==> config.mk <==
export PLATFORM = sky130hd
export DESIGN_NAME = rgb_fade_ctrl
export DESIGN_NICKNAME = d
export VERILOG_FILES = /design/src/rtl/rgb_fade_pkg.sv /design/src/rtl/rgb_fade_step.sv /design/src/rtl/rgb_fade_ctrl.sv
export SDC_FILE = /design/constraint.sdc
export NUM_CORES = 1
export LEC_CHECK = 0
export ABC_AREA = 1
export BUFFER_PORTS_ARGS = -buffer_cell sky130_fd_sc_hd__buf_4
export CAP_MARGIN = 0
export CORE_MARGIN = 2
export CORE_UTILIZATION = 45
export CTS_CLUSTER_SIZE = 28
export DETAILED_ROUTE_END_ITERATION = 16
export GPL_TIMING_DRIVEN = 0
export PLACE_DENSITY_LB_ADDON = 0.12
export SLEW_MARGIN = 5
export SYNTH_ARGS = -nofsm -noshare
export SYNTH_HDL_FRONTEND = slang
export SYNTH_SLANG_ARGS = --single-unit
==> constraint.sdc <==
create_clock -name clk -period 3.1 [get_ports clk]
set_input_delay 0.155 -clock clk [delete_from_list [all_inputs] [get_ports clk]]
set_output_delay 0.155 -clock clk [all_outputs]
set_load 0.005 [all_outputs]
==> src/rtl/rgb_fade_pkg.sv <==
// Shared types and palette for the RGB level controller.
// No logic, so no latency or backpressure.
package rgb_fade_pkg;

    localparam int LVL_W       = 8;
    localparam int MAX_PRESETS = 4;

    typedef logic [LVL_W-1:0] level_t;

    typedef enum logic [1:0] {
        IDLE   = 2'd0,
        MANUAL = 2'd1,
        FADE   = 2'd2,
        HOLD   = 2'd3
    } state_t;

    // Entry order within a preset is R, G, B.
    localparam level_t PALETTE [MAX_PRESETS][3] = '{
        '{8'hFF, 8'h00, 8'h00},
        '{8'h00, 8'hFF, 8'h00},
        '{8'h00, 8'h00, 8'hFF},
        '{8'hFF, 8'hFF, 8'hFF}
    };

endpackage

==> src/rtl/rgb_fade_step.sv <==
// One channel: move the level one count toward its target; flag when it lands there.
// Combinational, no backpressure.
module rgb_fade_step #(
    parameter int WIDTH = 8
) (
    input  logic [WIDTH-1:0] i_cur,
    input  logic [WIDTH-1:0] i_tgt,
    output logic [WIDTH-1:0] o_nxt,
    output logic             o_reached
);

    // Moving only toward the target means 0 and all-ones can never wrap.
    always_comb begin
        o_nxt = i_cur;
        if (i_cur < i_tgt) begin
            o_nxt = i_cur + WIDTH'(1);
        end else if (i_cur > i_tgt) begin
            o_nxt = i_cur - WIDTH'(1);
        end
    end

    assign o_reached = (o_nxt == i_tgt);

endmodule

==> src/rtl/rgb_fade_ctrl.sv <==
// Picks per-channel PWM levels (manual or palette fade), committed only at PWM wrap.
// pwm_sync->lvl 1 clk, 2 clk with RGB_FADE_CTRL_GAMMA_EN (gamma curve); no backpressure.
module rgb_fade_ctrl
    import rgb_fade_pkg::*;
#(
    parameter int WIDTH       = LVL_W,
    parameter int TICK_DIV    = 16384,
    parameter int HOLD_TICKS  = 64,
    parameter int NUM_PRESETS = 4
) (
    input  logic             clk,
    input  logic             rst_n,
    input  logic             enable,
    input  logic             mode_auto,
    input  logic [WIDTH-1:0] man_lvl0,
    input  logic [WIDTH-1:0] man_lvl1,
    input  logic [WIDTH-1:0] man_lvl2,
    input  logic             pwm_sync,
    output logic [WIDTH-1:0] lvl0,
    output logic [WIDTH-1:0] lvl1,
    output logic [WIDTH-1:0] lvl2,
    output logic             commit,
    output logic [1:0]       state,
    output logic [1:0]       preset_idx
);

    localparam int PW = $clog2(TICK_DIV);
    localparam int HW = (HOLD_TICKS > 1) ? $clog2(HOLD_TICKS) : 1;

    state_t           r_state, w_state_nxt;
    logic [PW-1:0]    r_presc;
    logic [HW-1:0]    r_hold, w_hold_nxt;
    logic [1:0]       r_idx, w_idx_nxt;
    logic [WIDTH-1:0] r_work [3];
    logic [WIDTH-1:0] w_work_nxt [3];
    logic [WIDTH-1:0] w_step [3];
    logic [WIDTH-1:0] w_man [3];
    logic [WIDTH-1:0] w_tgt [3];
    logic [WIDTH-1:0] r_lvl [3];
    logic [2:0]       w_reached;
    logic             w_fading, w_tick, r_commit;

    assign w_man[0] = man_lvl0;
    assign w_man[1] = man_lvl1;
    assign w_man[2] = man_lvl2;

    genvar g;
    for (g = 0; g < 3; g++) begin : g_ch
        assign w_tgt[g] = WIDTH'(PALETTE[r_idx][g]);
        rgb_fade_step #(.WIDTH(WIDTH)) u_step (
            .i_cur     (r_work[g]),
            .i_tgt     (w_tgt[g]),
            .o_nxt     (w_step[g]),
            .o_reached (w_reached[g])
        );
    end

    assign w_fading = (r_state == FADE) || (r_state == HOLD);
    assign w_tick   = w_fading && (r_presc == PW'(TICK_DIV - 1));

    always_ff @(posedge clk or negedge rst_n) begin
        if (!rst_n) begin
            r_presc <= '0;
        end else if (!w_fading || w_tick) begin
            r_presc <= '0;
        end else begin
            r_presc <= r_presc + PW'(1);
        end
    end

    always_ff @(posedge clk or negedge rst_n) begin
        if (!rst_n) begin
            r_state <= IDLE;
            r_idx   <= '0;
            r_hold  <= '0;
            for (int c = 0; c < 3; c++) r_work[c] <= '0;
        end else begin
            r_state <= w_state_nxt;
            r_idx   <= w_idx_nxt;
            r_hold  <= w_hold_nxt;
            for (int c = 0; c < 3; c++) r_work[c] <= w_work_nxt[c];
        end
    end

    always_comb begin
        w_state_nxt = r_state;
        w_idx_nxt   = r_idx;
        w_hold_nxt  = r_hold;
        for (int c = 0; c < 3; c++) w_work_nxt[c] = r_work[c];

        if (!enable) begin
            w_state_nxt = IDLE;
        end else if (!mode_auto) begin
            w_state_nxt = MANUAL;
            for (int c = 0; c < 3; c++) w_work_nxt[c] = w_man[c];
        end else begin
            case (r_state)
                IDLE, MANUAL: begin
                    // Resume fading from wherever the working levels were left.
                    w_state_nxt = FADE;
                    w_hold_nxt  = '0;
                end
                FADE: begin
                    if (w_tick) begin
                        for (int c = 0; c < 3; c++) w_work_nxt[c] = w_step[c];
                        if (&w_reached) begin
                            w_state_nxt = HOLD;
                            w_hold_nxt  = '0;
                        end
                    end
                end
                HOLD: begin
                    if (w_tick) begin
                        if (r_hold == HW'(HOLD_TICKS - 1)) begin
                            w_idx_nxt   = (r_idx + 2'd1) & 2'(NUM_PRESETS - 1);
                            w_hold_nxt  = '0;
                            w_state_nxt = FADE;
                        end else begin
                            w_hold_nxt = r_hold + HW'(1);
                        end
                    end
                end
                default: w_state_nxt = IDLE;
            endcase
        end
    end

`ifdef RGB_FADE_CTRL_GAMMA_EN
    logic [WIDTH-1:0] r_gwork [3];
    logic             r_gvld;

    function automatic logic [WIDTH-1:0] gamma(input logic [WIDTH-1:0] x);
        logic [2*WIDTH-1:0] sq;
        sq = (2*WIDTH)'(x) * (2*WIDTH)'(x);
        return sq[2*WIDTH-1:WIDTH];
    endfunction

    // Capture stage keeps the pre-update working levels; the square is taken one clk later.
    always_ff @(posedge clk or negedge rst_n) begin
        if (!rst_n) begin
            r_gvld   <= 1'b0;
            r_commit <= 1'b0;
            for (int c = 0; c < 3; c++) begin
                r_gwork[c] <= '0;
                r_lvl[c]   <= '0;
            end
        end else begin
            r_gvld   <= pwm_sync;
            r_commit <= r_gvld;
            for (int c = 0; c < 3; c++) begin
                if (pwm_sync) r_gwork[c] <= r_work[c];
                if (r_gvld)   r_lvl[c]   <= gamma(r_gwork[c]);
            end
        end
    end
`else
    always_ff @(posedge clk or negedge rst_n) begin
        if (!rst_n) begin
            r_commit <= 1'b0;
            for (int c = 0; c < 3; c++) r_lvl[c] <= '0;
        end else begin
            r_commit <= pwm_sync;
            if (pwm_sync) begin
                for (int c = 0; c < 3; c++) r_lvl[c] <= r_work[c];
            end
        end
    end
`endif

    assign lvl0       = r_lvl[0];
    assign lvl1       = r_lvl[1];
    assign lvl2       = r_lvl[2];
    assign commit     = r_commit;
    assign state      = r_state;
    assign preset_idx = r_idx;

endmodule

# ---- Yosys cells after proc, flatten, opt, wreduce, memory -nomap -nowiden
# Index checks and enable logic that the tools add are counted.
dict set report totals {
  ff_bits 73
  in_bits 29
}
dict set report op_classes {
  addsub 9
  n_lt_le_gt_ge 7
  n_eq_ne 17
  mux 25
  n_bitwise 1
  n_reduce_logical 11
}
# operator n
set op_table {}
lappend op_table {{$mux W24} 5}
lappend op_table {{$bmux W24 S2} 1}
lappend op_table {{$mux W8} 6}
lappend op_table {{$add A8 B1 Y8 const B} 3}
lappend op_table {{$eq A8 B8 Y1} 3}
lappend op_table {{$gt A8 B8 Y1} 3}
lappend op_table {{$lt A8 B8 Y1} 3}
lappend op_table {{$mux W6} 4}
lappend op_table {{$sub A8 B1 Y8 const B} 3}
lappend op_table {{$pmux W6 S3} 1}
lappend op_table {{$add A14 B1 Y14 const B} 1}
lappend op_table {{$eq A14 B14 Y1 const B} 1}
lappend op_table {{$mux W14} 1}
lappend op_table {{$mux W2} 6}
lappend op_table {{$reduce_and A5 Y1} 2}
lappend op_table {{$ne A4 B3 Y1 const B} 2}
lappend op_table {{$ne A4 B4 Y1 const B} 2}
lappend op_table {{$add A6 B1 Y6 const B} 1}
lappend op_table {{$eq A6 B6 Y1 const B} 1}
lappend op_table {{$ne A2 B1 Y1 const B} 3}
lappend op_table {{$pmux W2 S3} 1}
lappend op_table {{$reduce_and A3 Y1} 2}
lappend op_table {{$eq A2 B2 Y1 const B} 2}
lappend op_table {{$ne A2 B2 Y1 const B} 2}
lappend op_table {{10 further kinds} 11}

# ---- Longest topological paths before layout
# Gate-level depths: netlist of run 1.
dict set report logic_depth {
  depth_word 14
  mapped_depth 25
  ltp_nobuf 24
}

# ---- Cells and area by module
# From an unflattened synthesis of run 1, not the netlist that was laid out.
dict set report unflattened {
  hier_cells 794
  area_unflattened_um2 5836.8
}
# module n_inst cells_each area_each_um2 seq_area_each_um2
set modules_own_cells {}
lappend modules_own_cells {rgb_fade_ctrl 1 347 3438.3 1826.8}
lappend modules_own_cells {rgb_fade_step 3 149 799.5 0.0}

# ---- Least setup slack after synthesis of run 1
# No wires, ideal clock.
dict set report synth_timing {
  kind {flip-flop to flip-flop}
  start {register r_idx[0] (netlist: preset_idx[0])}
  end {register r_hold[4]}
  setup_ns 0.123
  arrival_ns 2.543
  required_time_ns 2.977
  path_slack_ns 0.434
  stages_incl_launch_ff 21
  n_path_buf 2
  synth_period_minus_slack_ns 2.666
  cell_sequence {dfrtp_1 -> inv_1 -> ha_1 -> a21oi_1 -> nor2_1 -> nor2_4 -> nand2_2 -> buf_4 -> nand2_1 -> nand2_1 -> nand2_1 -> nand4_1 -> nor2_1 -> nand2_1 -> nand2_1 -> nand3_1 -> nand2_2 -> nand2_2 -> buf_6 -> nand2_2 -> o21ai_2}
}
dict set report synth_between {
  elab_chain_len 11
  word_cells_on_any_way 22
  classes_between {6 x order compare; 4 x eq/ne; 9 x mux; 1 x bitwise; 2 x reduce/logical}
}
# item line
set synth_lines {}
lappend synth_lines {{start, declared} rgb_fade_ctrl.sv:33} ;# logic [1:0] r_idx, w_idx_nxt;
lappend synth_lines {{start signal, assigned} rgb_fade_ctrl.sv:79} ;# r_idx <= w_idx_nxt;
lappend synth_lines {{$not A2 Y3 (not written as such) *} rgb_fade_ctrl.sv:49} ;# assign w_tgt[g] = WIDTH'(PALETTE[r_idx][g]);
lappend synth_lines {{$bmux W24 S2 *} rgb_fade_ctrl.sv:49}
lappend synth_lines {{$mux W24 (not written as such) * (2 in a row)} rgb_fade_ctrl.sv:49}
lappend synth_lines {{$gt A8 B8 Y1} rgb_fade_step.sv:17} ;# end else if (i_cur > i_tgt) begin
lappend synth_lines {{$mux W8} rgb_fade_step.sv:17}
lappend synth_lines {{$mux W8} rgb_fade_step.sv:15} ;# if (i_cur < i_tgt) begin
lappend synth_lines {{$eq A8 B8 Y1} rgb_fade_step.sv:22} ;# assign o_reached = (o_nxt == i_tgt);
lappend synth_lines {{$reduce_and A3 Y1 *} rgb_fade_ctrl.sv:106} ;# if (&w_reached) begin
lappend synth_lines {{$ne A2 B1 Y1 (no source line) *} -}
lappend synth_lines {{$reduce_and A5 Y1 (no source line) *} -}
lappend synth_lines {{end signal, assigned} rgb_fade_ctrl.sv:80} ;# r_hold <= w_hold_nxt;
lappend synth_lines {{end, declared} rgb_fade_ctrl.sv:32} ;# logic [HW-1:0] r_hold, w_hold_nxt;
# Every way passes the cells marked *; elsewhere a longest branch is shown, timed or not. The select of a mux whose other input is x is not followed.
# A chain may end at the register's enable or synchronous reset.

# ---- Final worst setup path of run 1
# Same ends and word-level chain as after synthesis.

==> run metrics, run 1 <==
final hold slack 0.0538 ns; crit path cell chain clkinvlp_4, buf_12, ha_4, nand2_1, nor2_1, nor2_4, nand2_4, buf_6, nand3b_1, nand2_1, nand2_1, nand2_1, nand2_1, nor2_1, nand2_1, nand2_1, nand3_1, nand2_2, nand2_2, buf_6, nand2_2, o21ai_2; Final HPWL DP 10100 µm; register cell area after layout 1830 µm²; Post-synth EDFFs 0; critical path's slowest cell dfrtp_2; Synth cell types 38; Async SR Flop Fraction 100%; WL/cell 15.0 µm; flops & latches, synth 73; Reg2Reg Depth 22; total power 3550 µW; top cells by count, synth nand2_1, nor2_1, inv_1; Root Buffer clkbuf_8; Peak VDD IR 0.326 mV; Comb power frac 41.0%; power share of the sequential group 35.7%; Top FF cell, synth dfrtp_1; fillers 1060; DR iter-0 viols 280; startpoint types flip-flop; Period Utilization, post-route 93.6%; clock share of power 23.3%; Final TNS setup 0 ns; die area 12100 µm²; pwr/cell area 581 nW/µm²; # Max-Cap Violations 0; crit end category flip-flop; vias in the first global route 4729; IO Count 58; critical path data required time 3.36 ns; final WL 14000 µm; vias 4918; Final nets 841; FP Rows 38; DP Worst Slack -0.155 ns; PortBufs 57; CP arrival 3.16 ns; die height 110 µm; H-tree levels 3; Synth area leader dfrtp_1; slack of the critical path 0.198 ns; largest stage delay on the critical path 0.42 ns; P_int 2120 µW; Worst Path Buf+Inv 4; final slew viol count 0; antenna-violating nets left 0; first-pass GRT wire length 22900 µm; CTS clk-pin slew, worst paths 0.08 ns; Worst slew margin 37.5%; Gate Count Post-Synth 710; Crit. path cell count 22; crit path max fanout 10; Seq/Total Area, Yosys 36.3%; proportion of netlist area held by the largest area contributor 36.3%; hold path cells 3; # diodes 0; share of layout cells above drive strength 1 19.1%; multi-input logic area 2950 µm²; minimum clock period 2.90 ns; placer congestion estimate 0.926; largest net degree at the start of global routing 74; Post-Syn Nets 763; Max Clk Rate 345 MHz; GRT overflow 0; Lkg Pwr 0.00294 µW; HP Class in -> reg; Final Skew 0.0116 ns; net switching power 1430 µW; top cells by area, synth dfrtp_1, nand2_1, nor2_1, nand3_1, ha_1; DRC Markers 0; CTS max path bufs 2; mapped cell area 5030 µm²; final core utilization 56.1%; outcome completed; critical path type reg -> reg; CTS Buf Count 9; final setup vio count 0; starting density of the core 46.2%; most numerous cell in the Yosys netlist nand2_1; clk_lat worst skew 0.37 ns; antenna violations before repair 0; critical path's top delay family simple AND/OR/NAND/NOR gates; Switching Fraction 40.3%; TritonCTS clock tree yes; Area Overhead vs Synth 21.4%; Initial DRT Pass Iterations 5; critical path's most frequent cell nand2_1; total track usage 24.7%; DR vias/cell 5.28; mean post-synth cell area 7.09 µm²; Slew @ Worst Pin 0.937 ns; Core Region 10900 µm²; clock sink count 73; yosys warns 0; Die W 110 µm; Fin. Hold Viols 0
[layout by cell type (no fill, tap or decap), types with 7 or more instances in the layout]
master	n
nand3_1	61
xor2_1	15
o21ai_0	39
nor3_1	14
clkbuf_1	13
nor2_1	95
dfrtp_1	71
nand4_1	11
inv_2	7
ha_4	8
o22ai_1	18
clkbuf_8	9
nand2_2	17
buf_4	63
a21oi_1	36
o21ai_2	7
nand2_1	161
inv_1	71
ha_1	16
nand2_4	7
[worst min-delay path: cells and delay by family]
family,cells,cell delay [ns]
compound gates,2,0.15
buf+inv,1,0.07
[routing by layer]
| layer | global-route usage [%] | wire length, µm | up-vias |
|---|---|---|---|
| li1 | - | - | 2478 |
| met3 | 4.68 | 634 | 22 |
| met2 | 40.2 | 6630 | 105 |
| met1 | 32.5 | 6420 | 2313 |
| met4 | 9.67 | 280 | 0 |
| met5 | 0 | 0 | - |
[power by group through the flow]
stage	Combinational [µW]	Clock (µW)	Sequential, µW
after floorplan	962	0	1230
after global routing	1650	880	1290
after global placement	1340	0	1270
after detailed placement	1360	0	1270
final	1460	825	1270
after CTS	1380	844	1250
[layout make-up]
cell class | instances | share of cell area (%)
plain buffers | 18 | 1.49
clock buffers | 10 | 2.09
clock inverters | 5 | 1.33
inverters | 83 | 5.28
multi-input cells | 536 | 48.3
flip-flops and latches | 73 | 29.9
well taps | 140 | 2.87
repair buffers | 67 | 8.72
[path summary, 6_finish.rpt]
path,startpoint,endpoint,slack [ns]
worst max-delay path,preset_idx[0]$_DFFE_PN0P_,r_hold[4]$_DFFE_PN0P_,0.20
max in group asynchronous,rst_n,preset_idx[1]$_DFFE_PN0P_,1.98
worst max register to register,preset_idx[0]$_DFFE_PN0P_,r_hold[4]$_DFFE_PN0P_,0.20
worst min register to register,r_presc[0]$_DFF_PN0_,r_presc[0]$_DFF_PN0_,0.46
min in group asynchronous,rst_n,lvl2[5]$_DFFE_PN0P_,0.44
worst min-delay path,man_lvl1[5],r_work[13]$_DFFE_PN0P_,0.05
[per-stage QoR]
step	cells	cell area [µm²]
finish	932	6110
global route	932	6110
CTS	928	5910
detailed placement	907	5640
global placement	907	5640
floorplan	710	5030
[registers in the layout, indices dropped and copies added (netlist names)]
register / cells
commit: 1
lvl0: 8
lvl1: 8
lvl2: 8
preset_idx: 2
r_hold: 6
r_presc: 14
r_work: 24
state: 2
[cell families (layout without fill, tap and decap cells)]
kind of cell / after synthesis / in the layout / synth area share [%]
buf+inv: 101 / 183 / 8.00
flops: 73 / 73 / 36.3
simple gates: 388 / 388 / 34.4
fa+ha+maj: 24 / 24 / 5.96
compound gates: 108 / 108 / 12.2
xor+xnor: 16 / 16 / 3.16
[what timing repair did]
item,4_1_cts,5_1_grt
buffers inserted,4,4
hold endpoints to repair,74,0
resized for setup,5,22
endpoints found under the setup margin,7,7
pin swaps,0,1
hold buffers,2,0
(Power assumes the default switching activity.)
==> run 2, diff against run 1 <==
--- a/config.mk
+++ b/config.mk
@@ -6,14 +6,13 @@
 export NUM_CORES = 1
 export LEC_CHECK = 0
 export ABC_AREA = 1
-export BUFFER_PORTS_ARGS = -buffer_cell sky130_fd_sc_hd__buf_4
 export CAP_MARGIN = 0
 export CORE_MARGIN = 2
 export CORE_UTILIZATION = 45
 export CTS_CLUSTER_SIZE = 28
 export DETAILED_ROUTE_END_ITERATION = 16
+export DONT_BUFFER_PORTS = 1
 export GPL_TIMING_DRIVEN = 0
-export PLACE_DENSITY_LB_ADDON = 0.12
 export SLEW_MARGIN = 5
 export SYNTH_ARGS = -nofsm -noshare
 export SYNTH_HDL_FRONTEND = slang
==> run 2 against run 1 <==
Against the previous run:
- final cell count decreased by 2.8%
- critical path depth unchanged
- clock skew decreased by 0.00097 ns
- global-route usage decreased by 0.38 points
- maximum frequency decreased by 2.7%
- first-iteration DRC count increased by 5.4%
- clock-buffer cell count increased by 1
- sequential cell count unchanged
- core utilization increased by 0.62 points
- register-to-register slack got worse by 0.08 ns
- largest power group unchanged
==> run metrics, run 2 (synthesis gave the netlist of run 1 again) <==
outcome completed (unchanged); Largest regs r_work: 24 flops, r_presc: 14 flops (unchanged); placer congestion estimate 0.933 (was 0.926); die area 12100 µm² (unchanged); DRC Markers 0 (unchanged); Final nets 812 (was 841); TritonCTS clock tree yes (unchanged); Root Buffer clkbuf_8 (unchanged); GRT overflow 0 (unchanged); Initial DRT Pass Iterations 5 (unchanged); clk_lat worst skew 0.37 ns (about the same); critical path's slowest cell dfrtp_2 (unchanged); FP Rows 38 (unchanged); vias in the first global route 4555 (was 4729); die height 110 µm (unchanged); hold path cells 2 (was 3); Slew @ Worst Pin 0.702 ns (was 0.937 ns); clock share of power 21.4% (was 23.3%); Critical R2R Capture r_hold[4]$_DFFE_PN0P_ (unchanged); P_int 2090 µW (was 2120 µW); most frequent cells in the layout nand2_1, nor2_1, inv_1 (was nand2_1, nor2_1, inv_1, dfrtp_1, buf_4); crit path max fanout 7 (was 10); IO Count 58 (unchanged); Die W 110 µm (unchanged); Final Skew 0.0107 ns (was 0.0116 ns); FF-to-FF setup slack 0.12 ns (was 0.20 ns); Lkg Pwr 0.00287 µW (was 0.00294 µW); starting density of the core 46.2% (unchanged); Core Region 10900 µm² (unchanged); PortBufs 0 (was 57); critical path data required time 3.36 ns (about the same); max FFs per register 24 (unchanged); Peak VDD IR 0.337 mV (was 0.326 mV); Worst Path Buf+Inv 4 (unchanged); CP arrival 3.24 ns (was 3.16 ns); clock sink count 73 (unchanged); CTS Buf Count 9 (unchanged); CTS max path bufs 2 (unchanged); power share of the sequential group 35.9% (was 35.7%); Worst slew margin 53.2% (was 37.5%); reg2reg start preset_idx[1]$_DFFE_PN0P_ (was preset_idx[0]$_DFFE_PN0P_); vias 4879 (was 4918); HP Class in -> reg (unchanged); final slew viol count 0 (unchanged); fillers 1023 (was 1060); crit end category flip-flop (unchanged); total track usage 24.3% (was 24.7%); final WL 14400 µm (was 14000 µm); net switching power 1520 µW (was 1430 µW); Max Clk Rate 335 MHz (was 345 MHz); Reg2Reg Depth 22 (unchanged); first-pass GRT wire length 22400 µm (was 22900 µm); WL/cell 15.9 µm (was 15.0 µm); critical path's most frequent cell nand2_1 (unchanged); DP Worst Slack -0.165 ns (was -0.155 ns); critical path's top delay family simple AND/OR/NAND/NOR gates (unchanged); Comb power frac 42.7% (was 41.0%); Area Overhead vs Synth 22.7% (was 21.4%); Min-Delay Startpoint man_lvl1[4] (was man_lvl1[5]); slack of the critical path 0.117 ns (was 0.198 ns); most common cell after layout, fill and taps aside nand2_1 (unchanged); Period Utilization, post-route 96.2% (was 93.6%); share of layout cells above drive strength 1 18.1% (was 19.1%); finished layout cell area 6180 µm² (was 6110 µm²); antenna violations before repair 2 (was 0); Top reg by flops r_work (unchanged); antenna-violating nets left 0 (unchanged); Final HPWL DP 9960 µm (was 10100 µm); H-tree levels 3 (unchanged); # Max-Cap Violations 0 (unchanged); Switching Fraction 42.1% (was 40.3%); critical path type reg -> reg (unchanged); CTS clk-pin slew, worst paths 0.08 ns (about the same); final setup vio count 0 (unchanged); crit path cell chain clkinvlp_4, buf_12, ha_4, nand2_1, nor2_4, nand2_4, nand2_4, buf_6, nand2_1, nand3_1, nand2_1, nor2_1, nand2_1, nor2_1, nand3_1, nand2_2, nand3_2, nand2_2, nand2_4, buf_8, nand2_2, o21ai_2 (was clkinvlp_4, buf_12, ha_4, nand2_1, nor2_1, nor2_4, nand2_4, buf_6, nand3b_1, nand2_1, nand2_1, nand2_1, nand2_1, nor2_1, nand2_1, nand2_1, nand3_1, nand2_2, nand2_2, buf_6, nand2_2, o21ai_2); RSZ-0062 raised after global routing true; pwr/cell area 584 nW/µm² (was 581 nW/µm²); Fin. Hold Viols 0 (unchanged); DR vias/cell 5.39 (was 5.28); Post-DP Area 5210 µm² (was 5640 µm²); Hold Path End r_work[12]$_DFFE_PN0P_ (was r_work[13]$_DFFE_PN0P_); startpoint types flip-flop (unchanged); minimum clock period 2.98 ns (was 2.90 ns); DR iter-0 viols 295 (was 280); largest net degree at the start of global routing 74 (unchanged); largest stage delay on the critical path 0.49 ns (was 0.42 ns); final core utilization 56.7% (was 56.1%)
run 2: cell types whose count changed in the layout (fill, tap and decap cells not counted), sizes merged:
cell,delta
inv,+2
clkbuf,+2
dlygate4sd3,+14
buf,-45
diode,+2
bufinv,-1
nand2,+1
clkinv,-1
run 2: how the worst max path moves through the flow:
stage                                         start               endpoint  depth (start not counted)
after global routing      preset_idx[1]$_DFFE_PN0P_  r_hold[5]$_DFFE_PN0P_                         22
after global placement    preset_idx[0]$_DFFE_PN0P_  r_hold[4]$_DFFE_PN0P_                         21
after detailed placement  preset_idx[0]$_DFFE_PN0P_  r_hold[4]$_DFFE_PN0P_                         21
final                     preset_idx[1]$_DFFE_PN0P_  r_hold[4]$_DFFE_PN0P_                         22
after floorplan           preset_idx[0]$_DFFE_PN0P_  r_hold[4]$_DFFE_PN0P_                         20
after CTS                 preset_idx[1]$_DFFE_PN0P_  r_hold[4]$_DFFE_PN0P_                         20
run 2: power groups by stage:
stage	Clock, µW	Combinational [µW]	Sequential, µW
after global placement	0	1170	1290
after global routing	829	1730	1320
final	772	1540	1290
after detailed placement	0	1200	1290
after floorplan	0	962	1230
after CTS	787	1260	1280
run 2: routing by layer:
metal | vias to the layer above | part of all wire [%] | GRT usage, %
li1 | 2425 | - | -
met1 | 2295 | 45 | 32.3
met2 | 135 | 47 | 38.5
met3 | 24 | 6.3 | 5.99
met4 | 0 | 2.0 | 8.86
met5 | - | 0 | 0
run 2: per-stage QoR:
step / std cells / setup TNS [ns] / power (µW) / hold slack [ns]
after floorplan: 710 / 0 / 2200 / -0.141
after global placement: 850 / -0.586 / 2460 / -0.139
after detailed placement: 850 / -0.912 / 2490 / -0.139
after CTS: 886 / 0 / 3330 / 0.00648
after global routing: 906 / -0.311 / 3880 / 0.0119
final: 906 / 0 / 3610 / 0.00364
run 2: cell type report:
cell class,instances,area (µm²),area share [%]
antenna,2,5.00,0.0810
buffer,18,95.1,1.54
clock buffer,11,131,2.13
clock inverter,5,63.8,1.03
inverter,83,325,5.27
multi-input combinational,537,3150,51.0
sequential,73,1830,29.6
tap,140,175,2.84
timing repair buffer,37,400,6.48
run 2: timing repair:
action,CTS,global route
hold endpoints to repair,88,0
gates cloned,0,4
pin swaps,0,34
hold buffers,17,0
resized for setup,9,65
endpoints found under the setup margin,7,7
buffers inserted,3,14
run 2: worst reg2reg max path: cells and delay by family (launching register included):
kind,cells,cell delay [ns]
AOI/OAI and AO/OA,1,0.04
and+or+nand+nor,16,1.45
adders and majority gates,1,0.29
buffers and inverters,4,0.59
DFF,1,0.49
